===== config.mk =====
export PLATFORM = sky130hd
export DESIGN_NAME = anneal_sequencer
export DESIGN_NICKNAME = d
export VERILOG_FILES = /design/src/rtl/anneal_sequencer.sv
export SDC_FILE = /design/constraint.sdc
export NUM_CORES = 1
export LEC_CHECK = 0
export CAP_MARGIN = 20
export CORE_AREA = 2 2 117 119
export CTS_CLUSTER_DIAMETER = 200
export DETAILED_ROUTE_END_ITERATION = 7
export DIE_AREA = 0 0 119 121
export GPL_ROUTABILITY_DRIVEN = 0
export GPL_TIMING_DRIVEN = 0
export PLACE_DENSITY_LB_ADDON = 0.05
export SYNTH_ARGS = -nofsm -noshare
export SYNTH_HDL_FRONTEND = slang
export SYNTH_SLANG_ARGS = --single-unit

===== constraint.sdc =====
create_clock -name clk -period 5.6 [get_ports clk]
set_input_delay 0.56 -clock clk [delete_from_list [all_inputs] [get_ports clk]]
set_output_delay 0.56 -clock clk [all_outputs]
set_load 0.05 [all_outputs]

===== src/rtl/anneal_sequencer.sv =====
// anneal_sequencer: per-iteration phase sequencer for an annealing engine (strobes, distance commands, exp reciprocals, bank toggling)
package anneal_pkg;
    typedef enum logic [1:0] {THR = 2'd0, OR1 = 2'd1, TWO = 2'd2} opt_command_t;
    typedef enum logic [2:0] {KN = 3'd0, KM, KP, LN, LP, LM} dist_sel_t;
    typedef enum logic [1:0] {DNOP = 2'd0, ZERO, MNS, PLS} dist_op_t;
    typedef struct packed {
        dist_sel_t sel;
        dist_op_t  op;
    } distance_command_t;
    localparam distance_command_t DIST_NOP = '{sel: KN, op: DNOP};
endpackage

module anneal_sequencer
    import anneal_pkg::*;
#(
    parameter int CNT_W      = 24,
    parameter int CYCLE_LEN  = 100,
    parameter int DIST_AT    = 20,
    parameter int EXP_AT0    = 40,
    parameter int METRO_AT   = 58,
    parameter int EXP_AT1    = 60,
    parameter int REPLICA_AT = 78,
    parameter int EXCH_AT    = 80,
    parameter int EXP_TERMS  = 15
) (
    input  logic              clk,
    input  logic              reset,
    input  logic              run_write,
    input  logic [CNT_W-1:0]  run_times,
    input  logic [1:0]        mode_sel,
    input  logic              abort,
    input  logic              exchange_shift,
    output logic              running,
    output logic              done,
    output logic [CNT_W-1:0]  iter_cnt,
    output opt_command_t      opt_command,
    output logic              random_run,
    output distance_command_t distance_com,
    output logic              metropolis_run,
    output logic              replica_run,
    output logic              exchange_run,
    output logic              exchange_bank,
    output logic              exp_init,
    output logic              exp_run,
    output logic [16:0]       exp_recip
);
    localparam int CC_W = $clog2(CYCLE_LEN + 1);

    typedef enum logic {IDLE, RUN} state_t;

    state_t           state, state_nxt;
    logic [CC_W-1:0]  cycle_cnt;
    logic [CNT_W-1:0] run_times_q, iter_nxt;
    logic [1:0]       mode_q;
    logic [3:0]       exp_k;
    logic             accept, start, abort_run, wrap, wrap_go, last;

    assign accept    = state == IDLE && run_write && !abort;
    assign start     = accept && run_times != '0;
    assign abort_run = state == RUN && abort;
    assign wrap      = state == RUN && cycle_cnt == CC_W'(CYCLE_LEN);
    assign wrap_go   = wrap && !abort;
    assign iter_nxt  = iter_cnt + CNT_W'(1);
    assign last      = iter_nxt == run_times_q;

    function automatic distance_command_t dist_cmd(input opt_command_t opt, input logic [2:0] idx);
        distance_command_t c;
        c = DIST_NOP;
        if (opt == OR1)
            case (idx)
                3'd0:    c = '{KN, ZERO};
                3'd1:    c = '{KM, MNS};
                3'd2:    c = '{KP, PLS};
                3'd3:    c = '{KN, MNS};
                3'd4:    c = '{LN, PLS};
                3'd5:    c = '{LP, MNS};
                3'd6:    c = '{KN, PLS};
                default: c = DIST_NOP;
            endcase
        else if (opt == TWO)
            case (idx)
                3'd0:    c = '{KN, ZERO};
                3'd1:    c = '{KM, MNS};
                3'd2:    c = '{LM, PLS};
                3'd3:    c = '{LN, MNS};
                3'd4:    c = '{KN, PLS};
                default: c = DIST_NOP;
            endcase
        return c;
    endfunction

    // floor(32768/k) as a constant table so no divider is built
    function automatic logic [16:0] recip(input logic [3:0] k);
        case (k)
            4'd1:    return 17'd32768;
            4'd2:    return 17'd16384;
            4'd3:    return 17'd10922;
            4'd4:    return 17'd8192;
            4'd5:    return 17'd6553;
            4'd6:    return 17'd5461;
            4'd7:    return 17'd4681;
            4'd8:    return 17'd4096;
            4'd9:    return 17'd3640;
            4'd10:   return 17'd3276;
            4'd11:   return 17'd2978;
            4'd12:   return 17'd2730;
            4'd13:   return 17'd2520;
            4'd14:   return 17'd2340;
            4'd15:   return 17'd2184;
            default: return 17'd0;
        endcase
    endfunction

    // run/idle state register
    always_ff @(posedge clk)
        state <= reset ? IDLE : state_nxt;

    // enter RUN on a non-empty start, leave on abort or after the final iteration
    always_comb
        state_nxt = state == IDLE ? (start ? RUN : IDLE) : (abort || (wrap && last)) ? IDLE : RUN;

    // phase strobes decoded straight from the cycle counter (it sits at 0 while idle)
    always_comb begin
        running        = state == RUN;
        metropolis_run = cycle_cnt == CC_W'(METRO_AT);
        replica_run    = cycle_cnt == CC_W'(REPLICA_AT);
        exchange_run   = cycle_cnt == CC_W'(EXCH_AT);
        exp_init       = cycle_cnt == CC_W'(EXP_AT0) || cycle_cnt == CC_W'(EXP_AT1);
    end

    // iteration bookkeeping: cycle counter, iteration count, optimiser command, start/done pulses
    always_ff @(posedge clk) begin
        if (reset) begin
            cycle_cnt   <= '0;
            iter_cnt    <= '0;
            opt_command <= THR;
            random_run  <= 1'b0;
            done        <= 1'b0;
            run_times_q <= '0;
            mode_q      <= '0;
        end else begin
            done        <= (accept && run_times == '0) || (wrap_go && last);
            random_run  <= start || (wrap_go && !last);
            cycle_cnt   <= (state != RUN || abort || wrap) ? '0 :
                           (random_run || cycle_cnt != '0) ? cycle_cnt + CC_W'(1) : '0;
            iter_cnt    <= start ? '0 : wrap_go ? iter_nxt : iter_cnt;
            run_times_q <= accept ? run_times : run_times_q;
            mode_q      <= accept ? mode_sel : mode_q;
            opt_command <= start ? (mode_sel[1] ? TWO : OR1) :
                           (abort_run || (wrap_go && last)) ? THR :
                           (wrap_go && mode_q[1] == mode_q[0]) ? (opt_command == OR1 ? TWO : OR1) :
                           opt_command;
        end
    end

    // distance command for index i is registered one cycle early so it appears at DIST_AT+2+i
    always_ff @(posedge clk)
        distance_com <= (reset || state != RUN || abort ||
                         cycle_cnt < CC_W'(DIST_AT + 1) || cycle_cnt > CC_W'(DIST_AT + 7)) ? DIST_NOP :
                        dist_cmd(opt_command, 3'(cycle_cnt - CC_W'(DIST_AT + 1)));

    // exp window: count k down from EXP_TERMS to 1, presenting 32768/k each cycle
    always_ff @(posedge clk) begin
        if (reset) begin
            exp_run   <= 1'b0;
            exp_k     <= '0;
            exp_recip <= '0;
        end else if (abort_run) begin
            exp_run <= 1'b0;
        end else if (exp_init) begin
            exp_run   <= 1'b1;
            exp_k     <= 4'(EXP_TERMS);
            exp_recip <= recip(4'(EXP_TERMS));
        end else if (exp_run) begin
            exp_run <= exp_k != 4'd1;
            if (exp_k != 4'd1) begin
                exp_k     <= exp_k - 4'd1;
                exp_recip <= recip(exp_k - 4'd1);
            end
        end
    end

    // bank flips once per cycle on either toggle source, running or not
    always_ff @(posedge clk)
        exchange_bank <= reset ? 1'b0 : exchange_bank ^ (exchange_run | exchange_shift);
endmodule


==> results by group <==
Run status
  • Outcome: finished clean

Global route
  • Total gr overflow: 0
  • Initial antenna violation count: 0
  • Vias in the first global route: 4,933
  • GRT Total Usage: 21.2%
  • Largest net degree at the start of global routing: 14
  • First-pass GRT wire length: 24,500 um

Floorplan
  • Chip Width: 119 um
  • Die Ht: 121 um
  • Die Area: 14,400 um2
  • I/O pin count: 88
  • Initial Utilization: 39.4%
  • CORE AREA: 13,100 um2
  • Site row count: 42

Routing
  • Drt pass-1 iters: 5
  • Met1 wire length: 6540 um
  • Metal3 WL: 564 um
  • Vias per cell: 5.38
  • DR iter-0 viols: 261
  • Wire length per cell: 15.9 um
  • Met2 wire len: 7350 um
  • Residual DRC count: 0
  • DR top layer: met4
  • ANT nets after route: 0
  • Vias: 5,045
  • Final wirelength: 14,900 um

Synthesis
  • Yosys reg bits: 89
  • Post-synth cell types: 69
  • Cell accounting for the most synthesized area: dfxtp_1
  • Sequential element share of the synthesized area: 34.6%
  • EDFF count, synth: 0
  • Yosys top cell area share: 34.6%
  • Mapped Nets: 706
  • Gate Count Post-Synth: 660
  • Area contributors post-synth: dfxtp_1, nand2_1, xor2_1, a21oi_1, nor2_1
  • Post-Syn Area: 5150 um2
  • YS warnings: 0
  • Asr flop ratio synth: 0%
  • Top_reg_cell synth: dfxtp_1
  • Synthesized area per cell: 7.81 um2

Final layout
  • Finished Layout Cells: 937
  • Nets: 802
  • Fillers: 1,303
  • FF+latch area: 1780 um2
  • Most common cell after layout, fill and taps aside: nand2_1
  • Most frequent cells in the layout: nand2_1, dfxtp_1, clkdlybuf4s50_1
  • Final design utilization: 50.0%
  • P&R area growth vs syn: 26.9%
  • Layout cells sized above 1: 6.83%
  • Multi-input gate area in the final layout: 3080 um2
  • Ant diodes: 0

Timing
  • RSZ-0062 raised after global routing: false
  • Clk_skew: 0.00362 ns
  • Final period util: 61.0%
  • Hold WS: 0.468 ns
  • Hold Violations, Final: 0
  • Rel. slew slack: 42.1%
  • Setup violators final: 0
  • Max-slew violation count: 0
  • FMAX: 0.293 GHz
  • Setup TNS: 0 ns
  • Min cycle time layout: 3.42 ns
  • Slew at the pin closest to its max-slew limit: 0.867 ns

Clock tree
  • Post-CTS Setup Inserts: 0
  • Cts hold-fix bufs: 0
  • Clock Tree Buf Depth: 2
  • Post-CTS Resized: 0
  • Total clock sinks: 89
  • Root Buffer: clkbuf_16
  • H-tree depth: 3
  • CTS buffer count: 9
  • Reg clk slew, reported paths: 0.06 ns
  • Clock latency on the worst-skew pair: 0.35 ns
  • TritonCTS clock tree: done

Placement
  • I/O Buffers: 84
  • Hpwl dp: 11,300 um
  • Dpl cells: 921

Flow run
  • MaxCap Viol Count: 0

Worst setup path
  • FF-to-FF path depth: 9
  • Crit Path Max Fanout: 10
  • Setup Crit Path Kind: flip-flop to primary output
  • R2r setup slk: 2.34 ns
  • CP startpoint kind: flip-flop
  • Crit path required time: 5.04 ns
  • RR Endpoint: opt_command[1]
  • Worst EP arrival: 2.86 ns
  • Critical Path Sink Type: primary output
  • Worst r2r src: iter_cnt[2]

Hold path
  • Hold Path Class: flip-flop to flip-flop
  • Hold Path End: exp_recip[2]
  • Hold Crit Start: exp_recip[2]
  • Worst Hold Path Cells: 2

Power
  • Leakage power: 0.00230 uW
  • Pwr dens: 214 nW/um2
  • Sw Share: 23.2%
  • Net switching power figure: 325 uW
  • Share of power burned in the clock network: 45.2%
  • Max rail drop VDD: 0.108 mV
  • Logic pwr share: 8.0%
  • Pint: 1070 uW
  • Seq pwr share: 46.8%
[cell type report]
type | instances | share of cell area (%)
well taps | 176 | 3.37
clock inverters | 2 | 0.536
plain buffers | 43 | 3.56
multi-input cells | 511 | 47.1
repair buffers | 85 | 13.0
flip-flops and latches | 89 | 27.2
inverters | 17 | 0.976
clock buffers | 14 | 4.19
[power groups by stage]
stage | clock network (uW) | logic [uW] | registers [uW]
2_1_floorplan | 0 | 58.5 | 673
5_1_grt | 669 | 123 | 656
6_report | 633 | 112 | 655
4_1_cts | 644 | 113 | 655
3_5_place_dp | 0 | 112 | 669
3_3_place_gp | 0 | 111 | 669
[state kept, by name, summed over array words and instances (netlist names)]
name           cells
cycle_cnt          7
exp_run            1
exchange_bank      1
mode_q             2
exp_recip         16
opt_command        2
distance_com       5
random_run         1
iter_cnt          24
run_times_q       24
exp_k              4
done               1
running            1
[worst max-delay path, stage by stage (launching register included)]
cell             delay (ns)
dfxtp_1                0.30
clkbuf_1               0.34
xor2_1                 0.14
nor4b_2                0.77
clkdlybuf4s50_1        0.95
[kinds of logic after synthesis]
logic type                 Yosys count  share of synthesized area (%)
other                                1                         0.0728
xor gates and xnor gates            57                           9.69
DFF                                 89                           34.6
buffers and inverters               60                           5.75
AOI/OAI and AO/OA                  133                           16.4
and+or+nand+nor                    305                           29.9
adders and majority gates           15                           3.64
[layer usage]
layer,up-vias,global-route usage (%)
li1,2510,-
met1,2360,25.8
met2,145,36.6
met3,30,3.20
met4,0,10.2
met5,-,0
[synth_stat cells (all sizes together), types with 7 or more instances]
cell type / instances
o21ai: 25
dfxtp: 89
nor2: 64
nand4: 20
a211oi: 7
buf: 20
ha: 15
nor4: 23
xor2: 36
clkbuf: 23
nand2b: 9
nand3: 23
xnor2: 21
inv: 17
and3: 10
nand2: 101
nor3: 21
a21oi: 49
[how the worst max path moves through the flow]
stage	slack, ns	cells after the start	from	to
2_1_floorplan	2.44	4	cycle_cnt[0]	exchange_run
5_1_grt	2.05	8	iter_cnt[0]	opt_command[1]
3_5_place_dp	2.24	7	run_times[0]	opt_command[1]
6_report	2.18	4	cycle_cnt[2]	exp_init
4_1_cts	2.19	4	cycle_cnt[2]	exp_init
3_3_place_gp	2.02	9	cycle_cnt[0]	opt_command[1]
[stage by stage]
| stage | instance area (um2) | setup WS (ns) | power (uW) |
|---|---|---|---|
| after detailed placement | 6230 | 2.24 | 781 |
| after global placement | 6210 | 2.02 | 780 |
| after floorplan | 5150 | 2.44 | 732 |
| final | 6540 | 2.18 | 1400 |
| after global routing | 6540 | 2.05 | 1450 |
| after CTS | 6540 | 2.19 | 1410 |
Power figures use the tool's default switching activity.
